`config.mk`:
```
export PLATFORM = sky130hd
export DESIGN_NAME = mem_port_arbiter
export DESIGN_NICKNAME = d
export VERILOG_FILES = /design/src/rtl/mem_arb_pkg.sv /design/src/rtl/mem_arb_pick.sv /design/src/rtl/mem_port_arbiter.sv
export SDC_FILE = /design/constraint.sdc
export NUM_CORES = 1
export LEC_CHECK = 0
export CELL_PAD_IN_SITES_DETAIL_PLACEMENT = 0
export CELL_PAD_IN_SITES_GLOBAL_PLACEMENT = 1
export CORE_ASPECT_RATIO = 1.25
export CORE_UTILIZATION = 36
export DETAILED_ROUTE_END_ITERATION = 10
export HOLD_SLACK_MARGIN = 0.05
export PLACE_DENSITY = 0.91
export SLEW_MARGIN = 30
export SYNTH_ARGS = -nofsm -noshare
export SYNTH_HDL_FRONTEND = slang
export SYNTH_SLANG_ARGS = --single-unit
export TNS_END_PERCENT = 20
```
`constraint.sdc`:
```
create_clock -name clk -period 3.25 [get_ports clk]
set_clock_uncertainty 0.2 [all_clocks]
set_input_delay 0.65 -clock clk [delete_from_list [all_inputs] [get_ports clk]]
set_output_delay 0.65 -clock clk [all_outputs]
set_load 0.01 [all_outputs]
```
`src/rtl/mem_arb_pkg.sv`:
```
// Shared definitions for the memory port arbiter: state encoding, port ids and default latency.
package mem_arb_pkg;

  typedef enum logic [1:0] {
    IDLE  = 2'b00,
    ISSUE = 2'b01,
    WAIT  = 2'b10,
    RESP  = 2'b11
  } arb_state_t;

  localparam logic PORT_IF   = 1'b0;
  localparam logic PORT_DATA = 1'b1;

  localparam int MEM_LAT_DEFAULT = 1;

endpackage

```
`src/rtl/mem_arb_pick.sv`:
```
// Combinational winner select between the fetch and data requesters.
// MEM_PORT_ARBITER_DATA_PRIO_EN: on a tie the data port always wins instead of round-robin.
module mem_arb_pick
  import mem_arb_pkg::*;
(
  input  logic if_req,
  input  logic d_req,
  input  logic last_gnt,
  output logic valid,
  output logic winner
);

`ifdef MEM_PORT_ARBITER_DATA_PRIO_EN
  logic unused_last_gnt;
  assign unused_last_gnt = last_gnt;
`endif

  always_comb begin
    valid  = if_req | d_req;
    winner = PORT_IF;
    if (if_req && d_req) begin
`ifdef MEM_PORT_ARBITER_DATA_PRIO_EN
      winner = PORT_DATA;
`else
      winner = ~last_gnt;
`endif
    end else if (d_req) begin
      winner = PORT_DATA;
    end
  end

endmodule

```
`src/rtl/mem_port_arbiter.sv`:
```
// Two-port (fetch/data) req/done arbiter in front of a single-port memory with fixed read latency.
// MEM_PORT_ARBITER_DATA_PRIO_EN: data port wins ties (see mem_arb_pick).
module mem_port_arbiter
  import mem_arb_pkg::*;
#(
  parameter int AW      = 8,
  parameter int DW      = 16,
  parameter int MEM_LAT = MEM_LAT_DEFAULT
) (
  input  logic          clk,
  input  logic          rst,
  input  logic          if_req,
  input  logic [AW-1:0] if_addr,
  output logic [DW-1:0] if_rdata,
  output logic          if_done,
  input  logic          d_req,
  input  logic          d_we,
  input  logic [AW-1:0] d_addr,
  input  logic [DW-1:0] d_wdata,
  output logic [DW-1:0] d_rdata,
  output logic          d_done,
  output logic [AW-1:0] mem_addr,
  output logic [DW-1:0] mem_wdata,
  output logic          mem_re,
  output logic          mem_we,
  input  logic [DW-1:0] mem_rdata,
  output logic          busy,
  output logic          gnt_id
);

  arb_state_t    state, state_nxt;
  logic          last_gnt;
  logic          gnt;
  logic          we_q;
  logic [AW-1:0] addr_q;
  logic [DW-1:0] wdata_q;
  logic [3:0]    cnt;
  logic [DW-1:0] cap_q;
  logic [DW-1:0] if_hold;
  logic [DW-1:0] d_hold;
  logic          pick_valid;
  logic          pick_id;

  mem_arb_pick u_pick (
    .if_req   (if_req),
    .d_req    (d_req),
    .last_gnt (last_gnt),
    .valid    (pick_valid),
    .winner   (pick_id)
  );

  always_comb begin
    state_nxt = state;
    case (state)
      IDLE:    if (pick_valid) state_nxt = ISSUE;
      ISSUE:   state_nxt = we_q ? RESP : WAIT;
      WAIT:    if (cnt == 4'd1) state_nxt = RESP;
      default: state_nxt = IDLE;
    endcase
  end

  always_ff @(posedge clk or posedge rst) begin
    if (rst) begin
      state    <= IDLE;
      last_gnt <= 1'b1;
      gnt      <= PORT_IF;
      we_q     <= 1'b0;
      addr_q   <= '0;
      wdata_q  <= '0;
      cnt      <= '0;
      cap_q    <= '0;
      if_hold  <= '0;
      d_hold   <= '0;
    end else begin
      state <= state_nxt;
      case (state)
        IDLE: begin
          if (pick_valid) begin
            gnt      <= pick_id;
            last_gnt <= pick_id;
            addr_q   <= (pick_id == PORT_DATA) ? d_addr : if_addr;
            we_q     <= (pick_id == PORT_DATA) && d_we;
            wdata_q  <= (pick_id == PORT_DATA) ? d_wdata : '0;
          end
        end
        ISSUE: begin
          if (!we_q) cnt <= 4'(MEM_LAT);
        end
        WAIT: begin
          cnt <= cnt - 4'd1;
          if (cnt == 4'd1) cap_q <= mem_rdata;
        end
        default: begin
          if (gnt == PORT_IF) if_hold <= cap_q;
          else                d_hold  <= cap_q;
        end
      endcase
    end
  end

  // Holding registers stay on the bus through WAIT/RESP; bus is parked at zero only in IDLE.
  assign mem_addr  = (state == IDLE) ? '0 : addr_q;
  assign mem_wdata = (state == IDLE) ? '0 : wdata_q;
  assign mem_re    = (state == ISSUE) && !we_q;
  assign mem_we    = (state == ISSUE) && we_q;
  assign busy      = (state != IDLE);
  assign gnt_id    = gnt;
  assign if_done   = (state == RESP) && (gnt == PORT_IF);
  assign d_done    = (state == RESP) && (gnt == PORT_DATA);
  assign if_rdata  = if_done ? cap_q : if_hold;
  assign d_rdata   = d_done ? cap_q : d_hold;

  req_held_a: assert property (@(posedge clk) disable iff (rst)
    ((state == ISSUE || state == WAIT) |-> ((gnt == PORT_IF) ? if_req : d_req)))
    else $error("requester dropped req before done");

  strobe_excl_a: assert property (@(posedge clk) disable iff (rst) !(mem_re && mem_we))
    else $error("mem_re and mem_we high together");

endmodule

```
# Word-level counts from Yosys, hierarchy flattened
# Index checks and enable logic that the tools add are counted.
# word_totals
reg_bits,81
in_bits,53
word_cells,53
# op_classes
n_addsub,1
n_eq_ne,7
muxes,14
bitwise,4
n_reduce_logical,17
# op_table
op,count
$mux W16,4
$mux W8,2
$reduce_and A2 Y1,6
$pmux W4 S2,1
$logic_and A1 B1 Y1,6
$ne A2 B2 Y1 const B,3
$pmux W2 S3,1
$eq A2 B2 Y1 const B,2
$eq A4 B1 Y1 const B,1
$mux W2,2
$mux W4,1
$reduce_bool A2 Y1,2
$sub A4 B1 Y4 const B,1
$mux W1,3
$not A1 Y1,3
$reduce_or A3 Y1,1
$eq A2 B1 Y1 const B,1
$logic_not A2 Y1,1
$logic_not A1 Y1,1
$or A1 B1 Y1,1

# Depth between registers and ports, before layout
# Gate-level depths: netlist (run 1).
# logic_depth
ltp_word,4
ltp_mapped,7
depth_no_buf,5

# Hierarchy
# Synthesis (run 1) repeated with hierarchy kept, for this count alone.
# unflattened
hier_cells,290
area_unflattened_um2,3532.1
# by_module_without_submodules
module,instances,cells_per_inst,area_each_um2,seq_area_each_um2
mem_port_arbiter,1,288,3518.4,2028.2
mem_arb_pick,1,2,13.8,0.0

# Worst setup path after synthesis (run 1)
# OpenSTA, ideal clock, no wires.
# synth_timing
path_type,reg2out
from,register state[0]
to,output port d_rdata[0]
arrival_time_ns,1.447
slack_ns,0.953
path_stages_with_launch,5
n_path_buf,1
path_cell_list,dfrtp_1 > ha_1 > nand2_1 > buf_2 > mux2_2
# synth_between
elab_chain_len,3
# synth_lines
element,line_no,rtl
"start, declared",mem_port_arbiter.sv:31,"arb_state_t state, state_nxt;"
"start signal, assigned",mem_port_arbiter.sv:75,state <= state_nxt;
$eq A2 B2 Y1,mem_port_arbiter.sv:109,assign d_done = (state == RESP) && (gnt == PORT_DATA);
$logic_and A1 B1 Y1,mem_port_arbiter.sv:109,
$mux W16,mem_port_arbiter.sv:111,assign d_rdata = d_done ? cap_q : d_hold;
"end, declared",mem_port_arbiter.sv:20,"output logic [DW-1:0] d_rdata,"
# No other way between the ends.

# Final worst setup path (run 1)
# layout_timing
from,register state[0]
to,output port if_rdata[5]
# layout_between
elab_chain_len,3
# layout_lines
element,line_no,rtl
$eq A2 B2 Y1,mem_port_arbiter.sv:108,assign if_done = (state == RESP) && (gnt == PORT_IF);
$logic_and A1 B1 Y1,mem_port_arbiter.sv:108,
$mux W16,mem_port_arbiter.sv:110,assign if_rdata = if_done ? cap_q : if_hold;
"end, declared",mem_port_arbiter.sv:14,"output logic [DW-1:0] if_rdata,"
# No other way between the ends.

==> results of run 1 <==
-- through the flow --
step | setup WS [ns] | util | cells | hold WS, ns
after floorplan | 0.3216 | - | 251 | 0.2422
after global placement | 0.5621 | 0.5135 | 481 | 0.2554
after detailed placement | 0.5378 | 0.5135 | 481 | 0.2631
after CTS | 0.1712 | 0.5509 | 497 | 0.2766
after global routing | 0.07329 | 0.5509 | 497 | 0.2973
final | 0.2034 | 0.5509 | 497 | 0.2724
-- layer usage --
layer / global-route usage / vias to the layer above / share of wire
li1: - / 1102 / -
met1: 0.1846 / 1148 / 0.44
met5: 0 / - / 0
met3: 0.05464 / 6 / 0.072
met2: 0.2421 / 88 / 0.48
met4: 0.04262 / 0 / 0.0084
-- synth_stat cells (3+ instances only) --
library cell / count
ha_1: 6
mux2_4: 10
a22o_1: 17
mux2i_1: 10
clkbuf_1: 4
o21ai_0: 10
dfrtp_1: 80
buf_2: 5
nor2b_1: 25
nand2_1: 11
mux2_2: 40
inv_1: 10
o2bb2ai_1: 3
-- path summary, 6_finish.rpt --
kind / startpoint / end / depth (start not counted) / slack (ns)
setup reg to reg: cnt[1]$_DFFE_PP0P_ / cap_q[12]$_DFFE_PP0P_ / 5 / 1.17
hold reg to reg: addr_q[5]$_DFFE_PP0P_ / addr_q[5]$_DFFE_PP0P_ / 2 / 0.27
setup / recovery: state[0]$_DFFE_PP0P_ / if_rdata[5] / 5 / 0.20
max in group asynchronous: rst / last_gnt$_DFFE_PP1P_ / 3 / 1.69
min in group asynchronous: rst / wdata_q[11]$_DFFE_PP0P_ / 2 / 0.47
hold / removal: addr_q[5]$_DFFE_PP0P_ / addr_q[5]$_DFFE_PP0P_ / 2 / 0.27
-- power groups by stage --
stage | combinational (mW) | clock [mW] | sequential, mW
6_report | 2.53 | 1.15 | 1.75
5_1_grt | 2.73 | 1.23 | 1.81
4_1_cts | 2.58 | 1.18 | 1.76
3_5_place_dp | 2.56 | 0 | 1.77
3_3_place_gp | 2.51 | 0 | 1.75
2_1_floorplan | 1.46 | 0 | 1.69
-- logic make-up (layout without fill, tap and decap cells) --
family	count (synthesis)	in the layout	share of synthesized area
compound gates	39	39	0.08270
mux	60	60	0.2022
simple gates	42	42	0.07223
fa+ha+maj	6	6	0.02167
flops	81	81	0.5854
buf+inv	23	146	0.03575
-- area by class of cell --
class                      count  area share
tap                          123     0.03029
clock inverter                 4     0.01945
sequential                    81      0.3992
clock buffer                  12     0.04851
multi-input combinational    147      0.2590
timing repair buffer         120      0.2359
inverter                      10    0.007634
-- critical path: cells and delay by family (launching register included) --
family	cells	cell delay [ns]
DFF	1	0.41
buffers and inverters	2	0.76
adders and majority gates	1	0.24
and+or+nand+nor	1	0.07
muxes	1	0.38
-- state kept, by name (all words and copies together) (netlist names) --
name,cells
gnt_id,1
state,2
if_hold,16
cap_q,16
last_gnt,1
addr_q,8
wdata_q,16
d_hold,16
we_q,1
cnt,4
==> run_results.csv, run 1 <==
group,metric,value,unit
grt,grt-ovfl-total,0,
synth,yosysWarnings,0,
timing,drv_slew,0,
place,dp_hpwl,5.027,mm
synth,synth_area_leaders,"dfrtp_1 (58%), mux2_2 (13%), nor2b_1 (4.5%)",
route,viasPerCell,4.716,
final_layout,register_area,2028,µm²
power,ir_worst_vdd,0.0005744,V
synth,yosysTopAreaCell,"dfrtp_1",
floorplanning,die_width,89.75,µm
route,finalWirelength,7.157,mm
synth,synthesis.nets,310,
grt,grt_usage,0.1484,
synth,synth_top_area_frac,0.5778,
power,finalPower,5.436,mW
clock_network,cts_hold_buf,0,
route,drc_errors,0,
place,gp_congestion,0.7143,
synth,seq_area_frac_synth,0.5854,
run_status,status,"finished, final reports clean",
timing,worst_pin_slew,0.7073,ns
run,cap_violations,0,
power,p_comb_frac,0.466,
timing,setup_viol,0,
power,p_seq_frac,0.322,
place,place_area,4736,µm²
clock_network,postCtsSetupBuffers,0,
power,p_per_area,1070,nW/µm²
floorplanning,io_pins,115,
timing,fin_tns_setup,0,ns
floorplanning,dieArea,10020,µm²
synth,synth.cell_area,3465,µm²
route,first_pass_iters,4,
place,port_buffers,114,
route,ant_nets,0,
worst_setup_path,critPathArrivalTime,2.20,ns
clock_network,root_buffer,"clkbuf_16",
final_layout,layout_common_cells,"clkdlybuf4s50_1 (114), dfrtp_1 (80), mux2_2 (40)",
clock_network,clk_pin_slew,0.06,ns
grt,grt_pass1_vias,2405,
clock_network,htreeDepth,3,
worst_setup_path,cp-end-kind,"primary output",
grt,grt_max_degree,54,
timing,finalCritPeriodShare,0.9374,
clock_network,clkLatencyLatePin,0.32,ns
clock_network,cts_buffer_depth,2,
synth,syn_inst,251,
min_path,hold_path_class,"flip-flop to flip-flop",
route,drt_iter0_markers,79,
worst_setup_path,crit_path_top_delay_cell,"clkdlybuf4s50_1",
timing,hold_viol_final,0,
synth,ys_async_sr_fraction,1.000,
synth,synth_edf_count,0,
timing,max_freq,0.3282,GHz
route,wl_per_cell,14.40,µm
power,switchingPower,1.647,mW
worst_setup_path,crit_type,"flip-flop to primary output",
worst_setup_path,critical_path.max_fanout,17,
final_layout,layout_commonest_cell,"clkdlybuf4s50_1",
power,p_int,3.789,mW
timing,rsz0062_at_grt,"no",
final_layout,multi_input_area,1316,µm²
grt,grt_pass1_wl,11.75,mm
clock_network,cts_tree,"yes",
clock_network,cts_resized,0,
synth,ys_seq_elements,81,
synth,synth_ff_type,"dfrtp_1",
floorplanning,num_rows,39,
timing,fin_crit,3.047,ns
worst_setup_path,worstPathRequired,2.40,ns
floorplanning,core,9223,µm²
final_layout,antenna_cells,0,
final_layout,drive_gt1_frac,0.2032,
clock_network,cts_buffers,9,
timing,maxSlewHeadroom,0.5285,
floorplanning,start_util,0.3757,
synth,syn_avg_cell_area,13.80,µm²
final_layout,final_cell_area,5081,µm²
power,p_leak,2.262,nW
final_layout,fin_nets,428,
clock_network,numClockSinks,81,
final_layout,area_delta_synth_final,46.66,%
grt,antenna_found_initial,0,
worst_setup_path,critPathLaunchType,"flip-flop",
power,clockPowerShare,0.212,
power,switching_share,0.3030,
final_layout,fillers,758,
worst_setup_path,cpPeakStageDelay,0.50,ns
route,vias,2344,
synth,synth_cell_types,30,
worst_setup_path,worstPathCellList,"ha_1, nand2b_1, buf_4, mux2_2, clkdlybuf4s50_1",
floorplanning,die_h,111.7,µm
Power figures use the tool's default switching activity.
==> run 2, diff against run 1 <==
- CTS_CLUSTER_DIAMETER: not set -> 80
- HOLD_SLACK_MARGIN: 0.05 -> 0.03
==> results of run 2 <==
The final DEF is identical to that of run 1; final timing and power are the same.
